**src/rtl/side_road_sensor_pkg.sv**
```systemverilog
// Purpose : shared types and default constants for the side-road sensor conditioning stage.
// Latency : n/a (package only).
// Backpressure: n/a; the sensor path has no flow control.
// Contents: debounce state enum, default parameter values, counter width helper.
// Option  : SENSOR_ACTIVE_LOW_EN (used in sensor_debounce) selects an active-low raw sensor.
package side_sensor_pkg;

    typedef enum logic [1:0] {
        LOW      = 2'd0,
        RISE_CHK = 2'd1,
        HIGH     = 2'd2,
        FALL_CHK = 2'd3
    } db_state_t;

    localparam int DEF_DB_CYCLES = 500000;      // 10 ms at 50 MHz
    localparam int DEF_DRAIN_CYC = 100000000;   // 2 s per departing vehicle
    localparam int DEF_STUCK_CYC = 1500000000;  // 30 s continuous high
    localparam int DEF_CNT_W     = 4;
    localparam int DEF_CNT_MAX   = 15;
    localparam int STUCK_MIN_W   = 31;          // stuck timer never narrower than this

    // Width of a counter that must hold values 0 .. n-1.
    function automatic int cnt_width(input int n);
        return (n > 1) ? $clog2(n) : 1;
    endfunction

endpackage

```
**src/rtl/side_road_sensor_if.sv**
```systemverilog
// Purpose : groups the sensor input and the conditioned request outputs into one bundle.
// Latency : n/a (wiring only).
// Backpressure: none; all signals are level/pulse with no handshake.
// Ports   : SENS_RAW, SIDE_GREEN (environment -> sensor), S, QCOUNT, ARRIVE_P, FAULT (sensor -> controller).
// Modports: master = environment/controller side, slave = side_road_sensor.
interface side_road_sensor_if
    import side_sensor_pkg::*;
#(
    parameter int CNT_W = DEF_CNT_W
);
    logic             SENS_RAW;
    logic             SIDE_GREEN;
    logic             S;
    logic [CNT_W-1:0] QCOUNT;
    logic             ARRIVE_P;
    logic             FAULT;

    modport master (
        output SENS_RAW, SIDE_GREEN,
        input  S, QCOUNT, ARRIVE_P, FAULT
    );

    modport slave (
        input  SENS_RAW, SIDE_GREEN,
        output S, QCOUNT, ARRIVE_P, FAULT
    );
endinterface

```
**src/rtl/side_road_sensor_debounce.sv**
```systemverilog
// Purpose : 2-flop synchroniser plus debounce FSM; emits one arrival pulse per accepted rising edge.
// Latency : arrive_p high DB_CYCLES+2 edges after the first edge that samples the raw input high.
// Backpressure: none; arrivals are pulses that the consumer must take in the cycle they appear.
// Ports   : CLK, RST (async active-low), sens_raw in; arrive_p, deb_high (HIGH/FALL_CHK), deb_low (LOW) out.
// Option  : SENSOR_ACTIVE_LOW_EN inverts the raw sensor (active-low loop detectors).
module sensor_debounce
    import side_sensor_pkg::*;
#(
    parameter int DB_CYCLES = DEF_DB_CYCLES
) (
    input  logic CLK,
    input  logic RST,
    input  logic sens_raw,
    output logic arrive_p,
    output logic deb_high,
    output logic deb_low
);
    localparam int              DB_W    = cnt_width(DB_CYCLES);
    localparam logic [DB_W-1:0] DB_LAST = DB_W'(DB_CYCLES - 1);

    logic sync_q1;
    logic sync_q2;
    logic sens_s;

    // The flops carry the raw pin level so their reset value equals the idle pin
    // level; the polarity fix is applied after them, so no edge is seen on release.
    always_ff @(posedge CLK or negedge RST) begin
        if (!RST) begin
`ifdef SENSOR_ACTIVE_LOW_EN
            sync_q1 <= 1'b1;
            sync_q2 <= 1'b1;
`else
            sync_q1 <= 1'b0;
            sync_q2 <= 1'b0;
`endif
        end else begin
            sync_q1 <= sens_raw;
            sync_q2 <= sync_q1;
        end
    end

`ifdef SENSOR_ACTIVE_LOW_EN
    assign sens_s = ~sync_q2;
`else
    assign sens_s = sync_q2;
`endif

    db_state_t       state;
    db_state_t       state_next;
    logic [DB_W-1:0] db_cnt;
    logic [DB_W-1:0] db_cnt_next;
    logic            arrive_set;

    // State register; the arrival pulse is registered so it lines up with the HIGH state.
    always_ff @(posedge CLK or negedge RST) begin
        if (!RST) begin
            state    <= LOW;
            db_cnt   <= '0;
            arrive_p <= 1'b0;
        end else begin
            state    <= state_next;
            db_cnt   <= db_cnt_next;
            arrive_p <= arrive_set;
        end
    end

    // Next state: each check state needs DB_CYCLES further agreeing samples after entry.
    always_comb begin
        state_next  = state;
        db_cnt_next = db_cnt;
        unique case (state)
            LOW: begin
                if (sens_s) begin
                    state_next  = RISE_CHK;
                    db_cnt_next = '0;
                end
            end
            RISE_CHK: begin
                if (!sens_s) begin
                    state_next = LOW;
                end else if (db_cnt == DB_LAST) begin
                    state_next  = HIGH;
                    db_cnt_next = '0;
                end else begin
                    db_cnt_next = db_cnt + DB_W'(1);
                end
            end
            HIGH: begin
                if (!sens_s) begin
                    state_next  = FALL_CHK;
                    db_cnt_next = '0;
                end
            end
            FALL_CHK: begin
                if (sens_s) begin
                    state_next = HIGH;
                end else if (db_cnt == DB_LAST) begin
                    state_next  = LOW;
                    db_cnt_next = '0;
                end else begin
                    db_cnt_next = db_cnt + DB_W'(1);
                end
            end
            default: state_next = LOW;
        endcase
    end

    // Outputs.
    always_comb begin
        arrive_set = (state == RISE_CHK) && (state_next == HIGH);
        deb_high   = (state == HIGH) || (state == FALL_CHK);
        deb_low    = (state == LOW);
    end

endmodule

```
**src/rtl/side_road_sensor.sv**
```systemverilog
// Purpose : side-road request conditioning: debounced arrivals, queue count, drain while green, stuck-sensor fault.
// Latency : QCOUNT/S update one edge after ARRIVE_P or on the depart edge; S = (QCOUNT != 0) | FAULT.
// Backpressure: none; QCOUNT saturates at CNT_MAX (must be <= 2^CNT_W-1) and floors at 0.
// Ports   : CLK, RST (async active-low), bus (side_road_sensor_if.slave: SENS_RAW, SIDE_GREEN, S, QCOUNT, ARRIVE_P, FAULT).
// Option  : SENSOR_ACTIVE_LOW_EN (see sensor_debounce) for active-low loop detectors.
module side_road_sensor
    import side_sensor_pkg::*;
#(
    parameter int DB_CYCLES = DEF_DB_CYCLES,
    parameter int DRAIN_CYC = DEF_DRAIN_CYC,
    parameter int STUCK_CYC = DEF_STUCK_CYC,
    parameter int CNT_W     = DEF_CNT_W,
    parameter int CNT_MAX   = DEF_CNT_MAX
) (
    input  logic             CLK,
    input  logic             RST,
    side_road_sensor_if.slave bus
);
    localparam int DRAIN_W = cnt_width(DRAIN_CYC);
    localparam int STUCK_W = (cnt_width(STUCK_CYC) > STUCK_MIN_W) ? cnt_width(STUCK_CYC) : STUCK_MIN_W;

    localparam logic [DRAIN_W-1:0] DRAIN_LAST = DRAIN_W'(DRAIN_CYC - 1);
    localparam logic [STUCK_W-1:0] STUCK_LAST = STUCK_W'(STUCK_CYC - 1);
    localparam logic [CNT_W-1:0]   Q_MAX      = CNT_W'(CNT_MAX);

    logic               arrive;
    logic               deb_high;
    logic               deb_low;
    logic [DRAIN_W-1:0] drain_cnt;
    logic               depart_tick;
    logic [STUCK_W-1:0] stuck_cnt;
    logic [CNT_W-1:0]   qcount;
    logic [CNT_W-1:0]   q_next;
    logic               fault;
    logic               fault_next;
    logic               s_q;

    sensor_debounce #(
        .DB_CYCLES (DB_CYCLES)
    ) u_debounce (
        .CLK      (CLK),
        .RST      (RST),
        .sens_raw (bus.SENS_RAW),
        .arrive_p (arrive),
        .deb_high (deb_high),
        .deb_low  (deb_low)
    );

    // Drain timer: only advances during side green and restarts whenever green drops.
    assign depart_tick = bus.SIDE_GREEN && (drain_cnt == DRAIN_LAST);

    always_ff @(posedge CLK or negedge RST) begin
        if (!RST) begin
            drain_cnt <= '0;
        end else if (!bus.SIDE_GREEN || depart_tick) begin
            drain_cnt <= '0;
        end else begin
            drain_cnt <= drain_cnt + DRAIN_W'(1);
        end
    end

    // Stuck timer holds at its terminal value so a very long stuck period cannot wrap.
    always_ff @(posedge CLK or negedge RST) begin
        if (!RST) begin
            stuck_cnt <= '0;
        end else if (!deb_high) begin
            stuck_cnt <= '0;
        end else if (stuck_cnt != STUCK_LAST) begin
            stuck_cnt <= stuck_cnt + STUCK_W'(1);
        end
    end

    // An arrival and a departure in the same cycle cancel out.
    always_comb begin
        q_next = qcount;
        if (arrive && !depart_tick) begin
            if (qcount != Q_MAX) q_next = qcount + CNT_W'(1);
        end else if (depart_tick && !arrive) begin
            if (qcount != '0) q_next = qcount - CNT_W'(1);
        end
    end

    // Fault is sticky until the debouncer is back in LOW.
    always_comb begin
        fault_next = fault;
        if (deb_low) begin
            fault_next = 1'b0;
        end else if (deb_high && (stuck_cnt == STUCK_LAST)) begin
            fault_next = 1'b1;
        end
    end

    // S is built from next-state values so it moves in the same cycle as QCOUNT/FAULT.
    always_ff @(posedge CLK or negedge RST) begin
        if (!RST) begin
            qcount <= '0;
            fault  <= 1'b0;
            s_q    <= 1'b0;
        end else begin
            qcount <= q_next;
            fault  <= fault_next;
            s_q    <= (q_next != '0) || fault_next;
        end
    end

    assign bus.S        = s_q;
    assign bus.QCOUNT   = qcount;
    assign bus.ARRIVE_P = arrive;
    assign bus.FAULT    = fault;

endmodule
```
**src/flat_wrapper.sv**
```systemverilog
// flat-port wrapper written by rule: the top's interface ports become plain ports
module side_road_sensor_flat import side_sensor_pkg::*;
#(
    parameter int DB_CYCLES = DEF_DB_CYCLES,
    parameter int DRAIN_CYC = DEF_DRAIN_CYC,
    parameter int STUCK_CYC = DEF_STUCK_CYC,
    parameter int CNT_W     = DEF_CNT_W,
    parameter int CNT_MAX   = DEF_CNT_MAX
)
  (CLK, RST, bus_SENS_RAW, bus_SIDE_GREEN, bus_S, bus_QCOUNT, bus_ARRIVE_P, bus_FAULT);
  side_road_sensor_if #(.CNT_W(CNT_W)) bus_i ();
  input  logic CLK;
  input  logic RST;
  input wire logic [$bits(bus_i.SENS_RAW)-1:0] bus_SENS_RAW;
  input wire logic [$bits(bus_i.SIDE_GREEN)-1:0] bus_SIDE_GREEN;
  output wire logic [$bits(bus_i.S)-1:0] bus_S;
  output wire logic [$bits(bus_i.QCOUNT)-1:0] bus_QCOUNT;
  output wire logic [$bits(bus_i.ARRIVE_P)-1:0] bus_ARRIVE_P;
  output wire logic [$bits(bus_i.FAULT)-1:0] bus_FAULT;
  assign bus_i.SENS_RAW = bus_SENS_RAW;
  assign bus_i.SIDE_GREEN = bus_SIDE_GREEN;
  assign bus_S = bus_i.S;
  assign bus_QCOUNT = bus_i.QCOUNT;
  assign bus_ARRIVE_P = bus_i.ARRIVE_P;
  assign bus_FAULT = bus_i.FAULT;
  side_road_sensor #(.DB_CYCLES(DB_CYCLES), .DRAIN_CYC(DRAIN_CYC), .STUCK_CYC(STUCK_CYC), .CNT_W(CNT_W), .CNT_MAX(CNT_MAX)) u_core (.CLK(CLK), .RST(RST), .bus(bus_i));
endmodule
```
**config.mk**
```make
export PLATFORM = sky130hd
export DESIGN_NAME = side_road_sensor_flat
export DESIGN_NICKNAME = d
export VERILOG_FILES = /design/src/rtl/side_road_sensor_pkg.sv /design/src/rtl/side_road_sensor_if.sv /design/src/rtl/side_road_sensor_debounce.sv /design/src/rtl/side_road_sensor.sv /design/src/flat_wrapper.sv
export SDC_FILE = /design/constraint.sdc
export NUM_CORES = 1
export LEC_CHECK = 0
export ABC_AREA = 1
export BUFFER_PORTS_ARGS = -buffer_cell sky130_fd_sc_hd__buf_4
export CAP_MARGIN = 20
export CORE_MARGIN = 2
export CORE_UTILIZATION = 35
export DETAILED_ROUTE_END_ITERATION = 16
export GPL_TIMING_DRIVEN = 0
export SYNTH_ARGS = -nofsm -noshare
export SYNTH_HDL_FRONTEND = slang
export SYNTH_SLANG_ARGS = --single-unit
```
**constraint.sdc**
```tcl
create_clock -name CLK -period 3.5 [get_ports CLK]
set_input_delay 0.175 -clock CLK [delete_from_list [all_inputs] [get_ports CLK]]
set_output_delay 0.175 -clock CLK [all_outputs]
set_load 0.02 [all_outputs]
```
==> results of run 1 <==
-- cell usage in the layout, fill, tap and decap left out, types with 3 or more instances in the layout --
cell type,synthesis,final
nand2_2,5,5
inv_2,9,9
xor2_1,17,17
nand4_1,24,24
buf_2,4,4
o21ai_1,9,9
a31oi_1,9,9
xnor2_1,7,7
nor2_1,92,92
nor3_1,35,35
dfrtp_1,88,88
a21oi_1,33,33
nor2_2,12,12
o21ai_0,26,26
inv_1,84,84
nor3_2,3,3
clkbuf_16,0,9
buf_4,0,9
ha_1,5,5
nor4_1,10,10
nand2_1,133,133
clkbuf_1,4,4
nand3_1,36,36
-- sequential cells by signal, summed over array words and instances, names as in the netlist --
signal	count
u_core.u_debounce.sync_q1	1
u_core.stuck_cnt	31
u_core.u_debounce.db_cnt	19
u_core.bus.QCOUNT	4
u_core.bus.S	1
u_core.u_debounce.sens_s	1
u_core.drain_cnt	27
u_core.u_debounce.state	2
u_core.u_debounce.arrive_p	1
u_core.bus.FAULT	1
-- worst max path at each step --
| stage | end | slack [ns] | cells after the start |
|---|---|---|---|
| 5_1_grt | u_core.stuck_cnt[21] | 1.41 | 9 |
| 2_1_floorplan | u_core.bus.S | 1.78 | 14 |
| 6_report | u_core.drain_cnt[10] | 1.61 | 9 |
| 3_3_place_gp | u_core.drain_cnt[26] | 1.62 | 7 |
| 4_1_cts | u_core.drain_cnt[10] | 1.59 | 9 |
| 3_5_place_dp | u_core.drain_cnt[10] | 1.61 | 9 |
-- worst reg2reg max path, cell delays in order (launching register included) --
cell and delay, ns:
dfrtp_1 0.42, ha_1 0.26, nand3_4 0.13, nor2_8 0.17
nand2_4 0.10, o21ai_4 0.30, inv_2 0.05, buf_2 0.19
o21ai_1 0.10, a21oi_1 0.06
-- metrics by stage --
| stage | hold slack, ns | worst slack [ns] |
|---|---|---|
| 6_report | 0.253 | 1.61 |
| 5_1_grt | 0.277 | 1.41 |
| 4_1_cts | 0.240 | 1.59 |
| 3_5_place_dp | 0.108 | 1.61 |
| 3_3_place_gp | 0.285 | 1.62 |
| 2_1_floorplan | -0.121 | 1.78 |
-- metal layers --
metal,up-vias,track usage [%],share of wire (%)
met5,-,0,0
met4,0,5.29,1.6
met3,12,2.06,1.8
met2,30,23.7,45
met1,1976,21.1,52
li1,2255,-,-
-- report_power, final --
part           switching, W  internal, W
combinational     0.0000444    0.0000190
sequential       0.00000860      0.00103
clock              0.000378     0.000539
total              0.000431      0.00158
-- cell type report --
cell class	instances	area (µm²)	share of cell area (%)
clock buffers	9	225	3.93
clock inverters	4	48.8	0.851
flip-flops and latches	88	2200	38.4
well taps	184	230	4.01
repair buffers	12	115	2.01
plain buffers	9	46.3	0.807
multi-input cells	482	2510	43.8
inverters	94	353	6.15
-- kinds of logic (layout without fill, tap and decap cells) --
family | count (synthesis) | after routing
adders and majority gates | 5 | 5
AOI/OAI and AO/OA | 87 | 87
DFF | 88 | 88
buffers and inverters | 103 | 128
and+or+nand+nor | 366 | 366
xor gates and xnor gates | 24 | 24
==> summary.md, run 1 <==
| Metric | Value |
|---|---|
| Result of the run | completed |
| Number of levels in the clock H-tree | 3 |
| Origin of the critical flop-to-flop path | u_core.drain_cnt[0] |
| Cell taking the most area after synthesis | dfrtp_1 |
| Total number of placement rows | 44 |
| Pin count of the biggest net entering global routing | 66 |
| Shortest clock period the worst path allows after layout | 1.89 ns |
| Post-synth top area share | 43.0% |
| Xor and xnor fraction of the mapped netlist area | 4.11% |
| Finished Core Util | 39.8% |
| Synthesized area per cell | 7.60 µm² |
| Drt wl/cell | 12.6 µm |
| Maximum operating frequency | 0.528 GHz |
| Sequential cell area fraction in the yosys report | 43.0% |
| Diode insertion count for antenna repair | 0 |
| Share of final-layout standard cells stronger than drive strength 1 | 10.2% |
| Via count of the first global-routing pass | 4120 |
| Number of top-level pins | 11 |
| Number of buffers between clock root and the deepest sink | 2 |
| Slew of the pin with the lowest slew margin | 0.529 ns |
| Gate count after technology mapping | 673 |
| Arrival time reported for the critical path endpoint | 2.11 ns |
| Leading post-synthesis cells by cell area | dfrtp_1 43%, nand2_1 9.8%, nor2_1 6.7%, inv_1 6.2%, nand3_1 3.5% |
| Post-place instance area | 5440 µm² |
| Final antenna-violating net count | 0 |
| Post-synth EDFFs | 0 |
| Worst min path class | in2reg |
| Post-DR vias/cell | 4.84 |
| Mux cell area share after synthesis | 0% |
| Total design power | 0.00202 W |
| Count of cells along the worst register-to-register path | 9 |
| Terminating pin of the worst hold path | u_core.drain_cnt[7] |
| Global-route wire length before repair | 19.3 mm |
| Flop-to-flop setup slack | 1.61 ns |
| First-pass iteration count of the detailed router | 4 |
| Count of unique library cells instantiated by Yosys | 39 |
| Final RePlAce weighted congestion | 0.867 |
| CTS clk-pin slew, worst paths | 0.06 ns |
| Terminus of the critical flop-to-flop path | u_core.drain_cnt[10] |
| Setup repair after global routing missed its margin | no |
| Leakage Power | 2.51 nW |
| Category of the critical setup timing path | reg2reg |
| Launch point of the worst hold path | bus_SIDE_GREEN |
| Setup repair bufs after CTS | 0 |
| Initial core utilization | 35.5% |
| Die X | 125 µm |
| DRC violation count after routing | 0 |
| Total gr overflow | 0 |
| Yosys warnings | 0 |
| CP max FO | 10 |
| Depth of the worst hold-timing path | 3 |
| Synth Cell Area | 5120 µm² |
| Global-route usage over all layers | 15.0% |
| Slowest library cell on the worst path | dfrtp_1 |
| Number of violations reported at the end of detailed-routing iteration 0 | 286 |
| Compound-Gate Fraction of Synth Area | 9.49% |
| Hold buffer count at CTS | 2 |
| Worst-path cell chain | ha_1, nand3_4, nor2_8, nand2_4, o21ai_4, inv_2, buf_2, o21ai_1, a21oi_1 |
| Root buffer cell | clkbuf_16 |
| Antenna violations before repair | 0 |
| Peak per-stage delay on the critical path | 0.42 ns |
| Number of gates given a new drive strength after cts | 0 |
| Headroom to the max-slew limit | 64.7% |
| Number of maximum-capacitance violations | 0 |
| Largest family of logic cells by synthesized area | simple AND/OR/NAND/NOR gates |
| Kind of end point of the critical path | flop |
| Required time of the critical path | 3.72 ns |
| Non-filler cells, final | 882 |
| TritonCTS clock tree | yes |
| Area share of and/or/nand/nor cells after synthesis | 34.3% |
| Clock network latency to the later pin of the worst-skew pair | 0.34 ns |
| Hold violation count in the final report | 0 |
| Most common library cells after synthesis | 133 x nand2_1, 92 x nor2_1, 88 x dfrtp_1 |
| Fin area | 5740 µm² |
| Largest clock skew in the final design | 0.00780 ns |
| Largest vdd supply drop | 0.000241 V |
| Fin Setup TNS | 0 ns |
| Launching element of the worst setup path | u_core.drain_cnt[0] |
| Crit path max-delay family | compound AO/OA/AOI/OAI gates |
| Syn nets | 682 |
| Sink Count | 88 |
| Core area | 14400 µm² |
| Worst path bufs/invs | 2 |
| Sum of net half-perimeters after detailed placement | 8.27 mm |
| Placed insts | 867 |
| Power per cell area | 351 nW/µm² |
| Adder and majority cell fraction of the synthesized area | 1.22% |
| Most common cell in the netlist | nand2_1 |
| Number of nets in the layout | 705 |
| Final setup vio count | 0 |
| Signed area change from the synthesized netlist to the final layout | 12.1% |
| Final period utilization | 54.1% |
| Async SR Flop Fraction | 100% |
| Number of storage elements in the synthesis netlist | 88 |
| Buffers on Ports | 9 |
| Kind of launch point of the worst setup path | flop |
| Total count of max-transition violations in the final report | 0 |
| Die ar. | 15600 µm² |
| TritonCTS buffer count | 9 |
| Number of vias in the routed layout | 4273 |
| Number of fill cells | 1529 |
| Overall die height | 125 µm |
| Top FF cell, synth | dfrtp_1 |
| Detailed-route wire length | 11.1 mm |
(Power assumes the default switching activity.)
==> inputs of run 2 (changes only) <==
==> constraint.sdc (replaced) <==
create_clock -name CLK -period 1.94 [get_ports CLK]
set_input_delay 0.097 -clock CLK [delete_from_list [all_inputs] [get_ports CLK]]
set_output_delay 0.097 -clock CLK [all_outputs]
set_load 0.02 [all_outputs]
==> run 2 against run 1 <==
Setup slack got worse by 1.5 ns. Clock skew increased by 0.00053 ns. Sequential cell count unchanged. Combinational power increased by 96%. Utilization increased by 0.93 points. Clock power increased by 81%. Critical endpoint is now u_core.u_debounce.db_cnt[18].
==> summary.md, run 2 (synthesis gave the netlist of run 1 again) <==
| Metric | Value |
|---|---|
| Root buffer cell | clkbuf_16 |
| Launching element of the worst setup path | u_core.u_debounce.db_cnt[0] |
| Result of the run | completed |
| Finished Core Util | 40.7% (+0.93 points) |
| Post-place instance area | 5440 µm² (unchanged) |
| Die ar. | 15600 µm² (unchanged) |
| Via count of the first global-routing pass | 4120 (unchanged) |
| Final antenna-violating net count | 0 (unchanged) |
| Total design power | 0.00365 W (+81%) |
| TritonCTS clock tree | yes |
| Maximum operating frequency | 0.559 GHz (+5.9%) |
| Arrival time reported for the critical path endpoint | 2.02 ns (-0.09 ns) |
| Global-route wire length before repair | 19.3 mm (unchanged) |
| Category of the critical setup timing path | reg2reg |
| Kind of end point of the critical path | flop |
| Storage element area | 2200 µm² (+0.11%) |
| Number of fill cells | 1509 (-1.3%) |
| Total count of max-transition violations in the final report | 0 (unchanged) |
| Global-route usage over all layers | 15.0% (unchanged) |
| Register with the most flip-flops | u_core.stuck_cnt |
| Antenna violations before repair | 0 (unchanged) |
| Largest vdd supply drop | 0.000435 V (+80%) |
| Launch point of the worst hold path | bus_SIDE_GREEN |
| Total gr overflow | 0 (unchanged) |
| Largest clock skew in the final design | 0.00833 ns (+0.000527 ns) |
| Most common library cell in the layout ignoring fill and taps | nand2_1 |
| Number of vias in the routed layout | 4364 (+2.1%) |
| Placement-stage worst setup slack | 0.0529 ns (-1.56 ns) |
| Area used by multi-input combinational logic | 2580 µm² (+2.4%) |
| Pin count of the biggest net entering global routing | 66 (unchanged) |
| Number of violations reported at the end of detailed-routing iteration 0 | 264 (-7.7%) |
| Hold violation count in the final report | 0 (unchanged) |
| Drt wl/cell | 12.6 µm (about the same) |
| Setup repair after global routing missed its margin | yes |
| Core area | 14400 µm² (unchanged) |
| Number of levels in the clock H-tree | 3 (unchanged) |
| Signed area change from the synthesized netlist to the final layout | 14.7% |
| CP max FO | 4 (-6) |
| CTS clk-pin slew, worst paths | 0.06 ns (about the same) |
| Kind of launch point of the worst setup path | flop |
| Initial core utilization | 35.5% (unchanged) |
| Diode insertion count for antenna repair | 0 (unchanged) |
| Number of flip-flops under the largest register name | 31 (unchanged) |
| Overall die height | 125 µm (unchanged) |
| Post-DR vias/cell | 4.90 (+1.1%) |
| Share of final-layout standard cells stronger than drive strength 1 | 13.2% (+3.0 points) |
| First-pass iteration count of the detailed router | 5 (+1) |
| Number of maximum-capacitance violations | 0 (unchanged) |
| Headroom to the max-slew limit | 64.7% (about the same) |
| Number of nets in the layout | 714 (+1.3%) |
| Flop-to-flop setup slack | 0.15 ns (-1.45 ns) |
| Power per cell area | 622 nW/µm² (+77%) |
| Final setup vio count | 0 (unchanged) |
| Number of top-level pins | 11 (unchanged) |
| Detailed-route wire length | 11.2 mm (+0.98%) |
| Slew of the pin with the lowest slew margin | 0.529 ns (-0.000228 ns) |
| Required time of the critical path | 2.17 ns (-1.55 ns) |
| TritonCTS buffer count | 9 (unchanged) |
| Leading cell types in the layout, fill and taps excluded | 131 x nand2_1, 89 x nor2_1, 86 x dfrtp_1 |
| Sum of net half-perimeters after detailed placement | 8.27 mm (unchanged) |
| Final period utilization | 92.2% (+38 points) |
| Buffers on Ports | 9 (unchanged) |
| Worst hold slack after final layout | 0.147 ns (-0.107 ns) |
| Die X | 125 µm (unchanged) |
| Final RePlAce weighted congestion | 0.867 (unchanged) |
| Origin of the critical flop-to-flop path | u_core.u_debounce.db_cnt[0] |
| Shortest clock period the worst path allows after layout | 1.79 ns (-0.106 ns) |
| DRC violation count after routing | 0 (unchanged) |
| Total number of placement rows | 44 (unchanged) |
| Sink Count | 88 (unchanged) |
| Clock network latency to the later pin of the worst-skew pair | 0.34 ns (about the same) |
| Largest registers | u_core.stuck_cnt x31, u_core.drain_cnt x27, u_core.u_debounce.db_cnt x19 |
| Fin area | 5870 µm² (+2.3%) |
| Leakage Power | 2.56 nW (+2.2%) |
| Setup slack of the critical path after layout | 0.151 ns (-1.45 ns) |
| Number of buffers between clock root and the deepest sink | 2 (unchanged) |
| Worst min path class | in2reg |
## run 2: changes by cell type in the layout (fill, tap and decap cells not counted), moves of 2 or more
| cell | change |
|---|---|
| inv_1 | -2 |
| nor2_4 | +3 |
| dfrtp_1 | -2 |
| nand2_1 | -2 |
| nor2_1 | -3 |
| nand3_2 | +3 |
| nand3_1 | -3 |
| nand2_2 | +2 |
| buf_4 | +9 |
| dfrtp_2 | +2 |
## run 2: layout make-up
class / count / area share (%)
Multi-Input combinational cell: 482 / 43.9
Clock buffer: 9 / 3.84
Clock inverter: 4 / 0.831
Timing Repair Buffer: 21 / 3.11
Buffer: 9 / 0.789
Inverter: 94 / 6.05
Tap cell: 184 / 3.92
Sequential cell: 88 / 37.6
## run 2: critical path, stage by stage (launching register included)
cell	delay [ns]
dfrtp_1	0.39
ha_1	0.18
nand3_1	0.16
inv_2	0.12
nand4_1	0.15
nor2_2	0.15
nand3_2	0.12
nor3_4	0.21
nand3_1	0.09
nand2_1	0.06
nor2_1	0.04
## run 2: path summary, 6_finish.rpt
path | to | depth (start not counted)
setup / recovery | u_core.u_debounce.db_cnt[18] | 10
hold / removal | u_core.drain_cnt[18] | 3
setup reg to reg | u_core.u_debounce.db_cnt[18] | 10
hold reg to reg | u_core.u_debounce.sens_s | 0
max in group asynchronous | u_core.u_debounce.state[1] | 3
min in group asynchronous | u_core.drain_cnt[12] | 2
## run 2: per-stage QoR
step	instances	TNS [ns]
2_1_floorplan	673	0
3_3_place_gp	866	0
3_5_place_dp	867	0
4_1_cts	882	0
5_1_grt	891	-0.0215
6_report	891	0
## run 2: timing repair
action | CTS | global route
endpoints found under the setup margin | 0 | 39
setup buffers | 0 | 9
hold buffers | 2 | 0
endpoints found under the hold margin | 24 | 0
resized for setup | 0 | 19
## run 2: layer usage
| metal | track usage [%] | part of all wire [%] |
|---|---|---|
| met1 | 21.1 | 51 |
| met3 | 2.06 | 2.1 |
| met5 | 0 | 0 |
| met4 | 5.29 | 1.6 |
| met2 | 23.7 | 45 |
## run 2: report_power, final
group	internal (W)	switching, W	total [W]
Combinational	0.0000412	0.0000829	0.000124
Clock	0.000973	0.000685	0.00166
Sequential	0.00185	0.0000169	0.00187
Total	0.00287	0.000785	0.00365
==> inputs of run 3 (changes only) <==
--- a/config.mk
+++ b/config.mk
@@ -5,7 +5,6 @@
 export SDC_FILE = /design/constraint.sdc
 export NUM_CORES = 1
 export LEC_CHECK = 0
-export ABC_AREA = 1
 export BUFFER_PORTS_ARGS = -buffer_cell sky130_fd_sc_hd__buf_4
 export CAP_MARGIN = 20
 export CORE_MARGIN = 2
==> run 3 against run 2 <==
First-iteration DRC count fell by 38%. Setup slack got worse by 0.71 ns. Sequential share of layout area fell by 1.5 points. Area after synthesis fell by 12%. Die area fell by 11%. Total power fell by 1.7%. Register-to-register slack got worse by 0.71 ns. Critical path type unchanged. The flow now finishes with violations (negative setup slack). Worst hold slack got worse by 0.0090 ns. Synthesized cell count fell by 30%. Fmax fell by 28%.
==> summary.md, run 3 <==
| Metric | Value |
|---|---|
| Destination of the critical timing path | u_core.bus.S |
| Total gr overflow | 0 (unchanged) |
| Slew of the pin with the lowest slew margin | 0.789 ns (+0.260 ns) |
| Detailed-routed wire length on met2 | 4.98 mm (-1.9%) |
| Number of flip-flops under the largest register name | 31 (unchanged) |
| Async SR Flop Fraction | 100% (unchanged) |
| Core area | 12600 µm² (-13%) |
| Gate count after technology mapping | 472 (-30%) |
| Area used by multi-input combinational logic | 2680 µm² (+3.8%) |
| Pin count of the biggest net entering global routing | 89 (+35%) |
| Global-route usage over all layers | 15.2% (+0.27 points) |
| Flop-to-flop setup slack | -0.55 ns (-0.71 ns) |
| Register with the most flip-flops | u_core.stuck_cnt |
| Number of buffers between clock root and the deepest sink | 2 (unchanged) |
| Count of cells along the worst register-to-register path | 7 (-3) |
| CP max FO | 3 (-1) |
| Drt wl/cell | 13.9 µm (+11%) |
| Compound-Gate Fraction of Synth Area | 5.90% (-3.6 points) |
| Origin of the critical flop-to-flop path | u_core.drain_cnt[0] |
| Fraction of power consumed by the clock network | 43.9% (-1.5 points) |
| Fin Setup TNS | -5.84 ns (-5.84 ns) |
| Post-DR vias/cell | 5.01 (+2.3%) |
| Sw frac | 21.8% (+0.29 points) |
| Count of unique library cells instantiated by Yosys | 41 (+5.1%) |
| Via count of the first global-routing pass | 3676 (-11%) |
| Final period utilization | 129% (+36 points) |
| Result of the run | finished with violations |
| Die X | 118 µm (-5.9%) |
| Most common library cell in the layout ignoring fill and taps | dfrtp_1 |
| Number of fill cells | 1149 (-24%) |
| Number of top-level pins | 11 (unchanged) |
| Adder and majority cell fraction of the synthesized area | 1.39% (+0.16 points) |
| Number of levels in the clock H-tree | 3 (unchanged) |
| Number of vias in the routed layout | 3639 (-17%) |
| Worst min path class | in2reg |
| Post-synth EDFFs | 0 (unchanged) |
| Global-route wire length before repair | 17.5 mm (-9.2%) |
| Storage element area | 2210 µm² (+0.11%) |
| Number of storage elements in the synthesis netlist | 88 (unchanged) |
| Cell taking the most area after synthesis | dfrtp_1 |
| Hold violation count in the final report | 0 (unchanged) |
| Initial core utilization | 35.8% (+0.31 points) |
| Largest clock skew in the final design | 0.00699 ns (-0.00134 ns) |
| Largest vdd supply drop | 0.000569 V (+31%) |
| Leading post-synthesis cells by cell area | dfrtp_1 49%, xnor2_1 6.2%, xor2_1 5.2%, nor2_1 5.2%, nand3_1 3.2% |
| Final RePlAce weighted congestion | 0.826 (-4.7%) |
| Mux cell area share after synthesis | 1.19% (+1.2 points) |
| Power per cell area | 587 nW/µm² (-5.6%) |
| TritonCTS clock tree | yes |
| Share of final-layout standard cells stronger than drive strength 1 | 27.6% (+14 points) |
| Number of violations reported at the end of detailed-routing iteration 0 | 165 (-38%) |
| Detailed-route wire length | 10.1 mm (-9.8%) |
| Number of maximum-capacitance violations | 0 (unchanged) |
| Terminus of the critical flop-to-flop path | u_core.bus.S |
| Setup slack of the critical path after layout | -0.555 ns (-0.706 ns) |
| Buffers on Ports | 10 (+1) |
| Largest family of logic cells by synthesized area | simple AND/OR/NAND/NOR gates |
| TritonCTS buffer count | 9 (unchanged) |
| Post-synth top area share | 48.8% (+5.7 points) |
| Synth Cell Area | 4520 µm² (-12%) |
| Post-place instance area | 4840 µm² (-11%) |
| Internal portion of total power | 0.00281 W (-2.0%) |
| Total number of placement rows | 41 (-6.8%) |
| Maximum operating frequency | 0.401 GHz (-28%) |
| Share of total power in sequential cells | 52.1% (+0.9 points) |
| Syn nets | 481 (-29%) |
| Yosys warnings | 0 (unchanged) |
| Kind of launch point of the worst setup path | flop |
| Final antenna-violating net count | 0 (unchanged) |
| Total count of max-transition violations in the final report | 0 (unchanged) |
| Shortest clock period the worst path allows after layout | 2.49 ns (+0.706 ns) |
| Required time of the critical path | 2.15 ns (-0.02 ns) |
| Number of nets in the layout | 558 (-22%) |
| Kind of end point of the critical path | flop |
| Leading cell types in the layout, fill and taps excluded | 84 x dfrtp_1, 59 x nor2_1, 55 x buf_4 |
| Overall die height | 118 µm (-5.9%) |
| Most common library cells after synthesis | 88 x dfrtp_1, 62 x nor2_1, 32 x xnor2_1 |
| Headroom to the max-slew limit | 47.0% (-18 points) |
| Violated checks | negative setup slack |
| Met1 wire length | 4.76 mm (-16%) |
| Category of the critical setup timing path | reg2reg |
| Leakage Power | 2.66 nW (+3.8%) |
| Signed area change from the synthesized netlist to the final layout | 35.4% |
| Area share of and/or/nand/nor cells after synthesis | 28.9% (-5.5 points) |
| Routed met3 length | 253 µm (+9.5%) |
| Clock network latency to the later pin of the worst-skew pair | 0.34 ns (about the same) |
| Sum of net half-perimeters after detailed placement | 6.15 mm (-26%) |
| Final setup vio count | 43 (+43) |
| Die ar. | 13800 µm² (-11%) |
| First-pass iteration count of the detailed router | 4 (-1) |
| Sequential cell area fraction in the yosys report | 48.8% (+5.7 points) |
| Diode insertion count for antenna repair | 0 (unchanged) |
| Top layer reached by signal wires | met4 |
| Sink Count | 88 (unchanged) |
| Setup repair after global routing missed its margin | yes |
| Antenna violations before repair | 0 (unchanged) |
| Depth of the worst hold-timing path | 4 (+1) |
| Launching element of the worst setup path | u_core.drain_cnt[0] |
| Combinational fraction of design power | 4.0% (+0.6 points) |
| Arrival time reported for the critical path endpoint | 2.70 ns (+0.68 ns) |
| Switching component of the power | 0.000782 W (-0.33%) |
| CTS clk-pin slew, worst paths | 0.06 ns (about the same) |
| Top FF cell, synth | dfrtp_1 |
| Synthesized area per cell | 9.57 µm² (+26%) |
| Fin area | 6110 µm² (+4.2%) |
| Most common cell in the netlist | dfrtp_1 |
| Largest registers | u_core.stuck_cnt x31, u_core.drain_cnt x27, u_core.u_debounce.db_cnt x19 |
| DRC violation count after routing | 0 (unchanged) |
| Xor and xnor fraction of the mapped netlist area | 11.4% (+7.3 points) |
| Root buffer cell | clkbuf_16 |
==> run 3: changes by cell type after synthesis, moves of 24 or more <==
cell	delta
a21oi_1	-24
inv_1	-70
xnor2_1	+25
nor3_1	-25
nor2_1	-30
nand2_1	-102
==> run 3: final cells by class <==
cell class / instances / share of cell area, %
clock inverters: 4 / 0.327
flip-flops and latches: 88 / 36.1
plain buffers: 9 / 1.45
multi-input cells: 357 / 43.7
clock buffers: 12 / 4.03
well taps: 172 / 3.52
repair buffers: 70 / 9.97
inverters: 14 / 0.859
==> run 3: stage by stage <==
stage	setup slack [ns]	util (%)	total power (W)	hold slack, ns	std cells
3_5_place_dp	-0.984	38.3	0.00200	0.208	654
4_1_cts	-0.611	44.5	0.00360	0.0295	698
3_3_place_gp	-0.974	38.3	0.00199	0.208	654
5_1_grt	-0.646	48.5	0.00374	0.134	726
6_report	-0.555	48.5	0.00359	0.138	726
2_1_floorplan	-0.659	-	0.00194	-0.199	472
==> run 3: how the worst min path moves through the flow <==
stage,start,to,slack (ns)
after floorplan,RST,u_core.bus.FAULT,-0.20
after global placement,bus_SENS_RAW,u_core.u_debounce.sync_q1,0.21
after detailed placement,bus_SENS_RAW,u_core.u_debounce.sync_q1,0.21
after CTS,RST,u_core.stuck_cnt[22],0.03
after global routing,bus_SIDE_GREEN,u_core.drain_cnt[25],0.13
final,bus_SIDE_GREEN,u_core.drain_cnt[25],0.14
==> run 3: worst max-delay path, stage by stage, from the launching register on <==
cell	delay (ns)
dfrtp_1	0.41
ha_4	0.17
nand3_2	0.06
or4_4	0.46
or2_4	0.29
mux4_2	0.42
nand3b_1	0.16
or4_1	0.39
==> run 3: timing repair <==
item                                    in CTS  in global routing
pin swaps                                   21                 39
gates resized for setup                     59                 63
buffers inserted                            27                 29
hold endpoints to repair                     1                 37
endpoints found under the setup margin      71                 72
gates cloned                                 1                  1
hold buffers                                 1                  1
==> run 3: routing by layer <==
layer  GRT usage [%]  vias up
met5               0        -
met4            3.84        0
met3            3.59        9
met2            25.9       37
met1            19.6     1793
li1                -     1800
==> run 3: logic make-up after synthesis <==
group	count (synthesis)
AND/OR/NAND/NOR	243
flip-flops	88
XOR/XNOR	59
AO/OA/AOI/OAI	46
buffers and inverters	27
adder cells (fa/ha/maj)	5
multiplexers	4
==> run 3: power groups by stage <==
stage	Sequential (W)	Clock [W]	Combinational [W]
global route	0.00187	0.00170	0.000165
detailed placement	0.00190	0	0.0000981
CTS	0.00187	0.00162	0.000110
floorplan	0.00190	0	0.0000422
finish	0.00187	0.00158	0.000144
global placement	0.00190	0	0.0000950
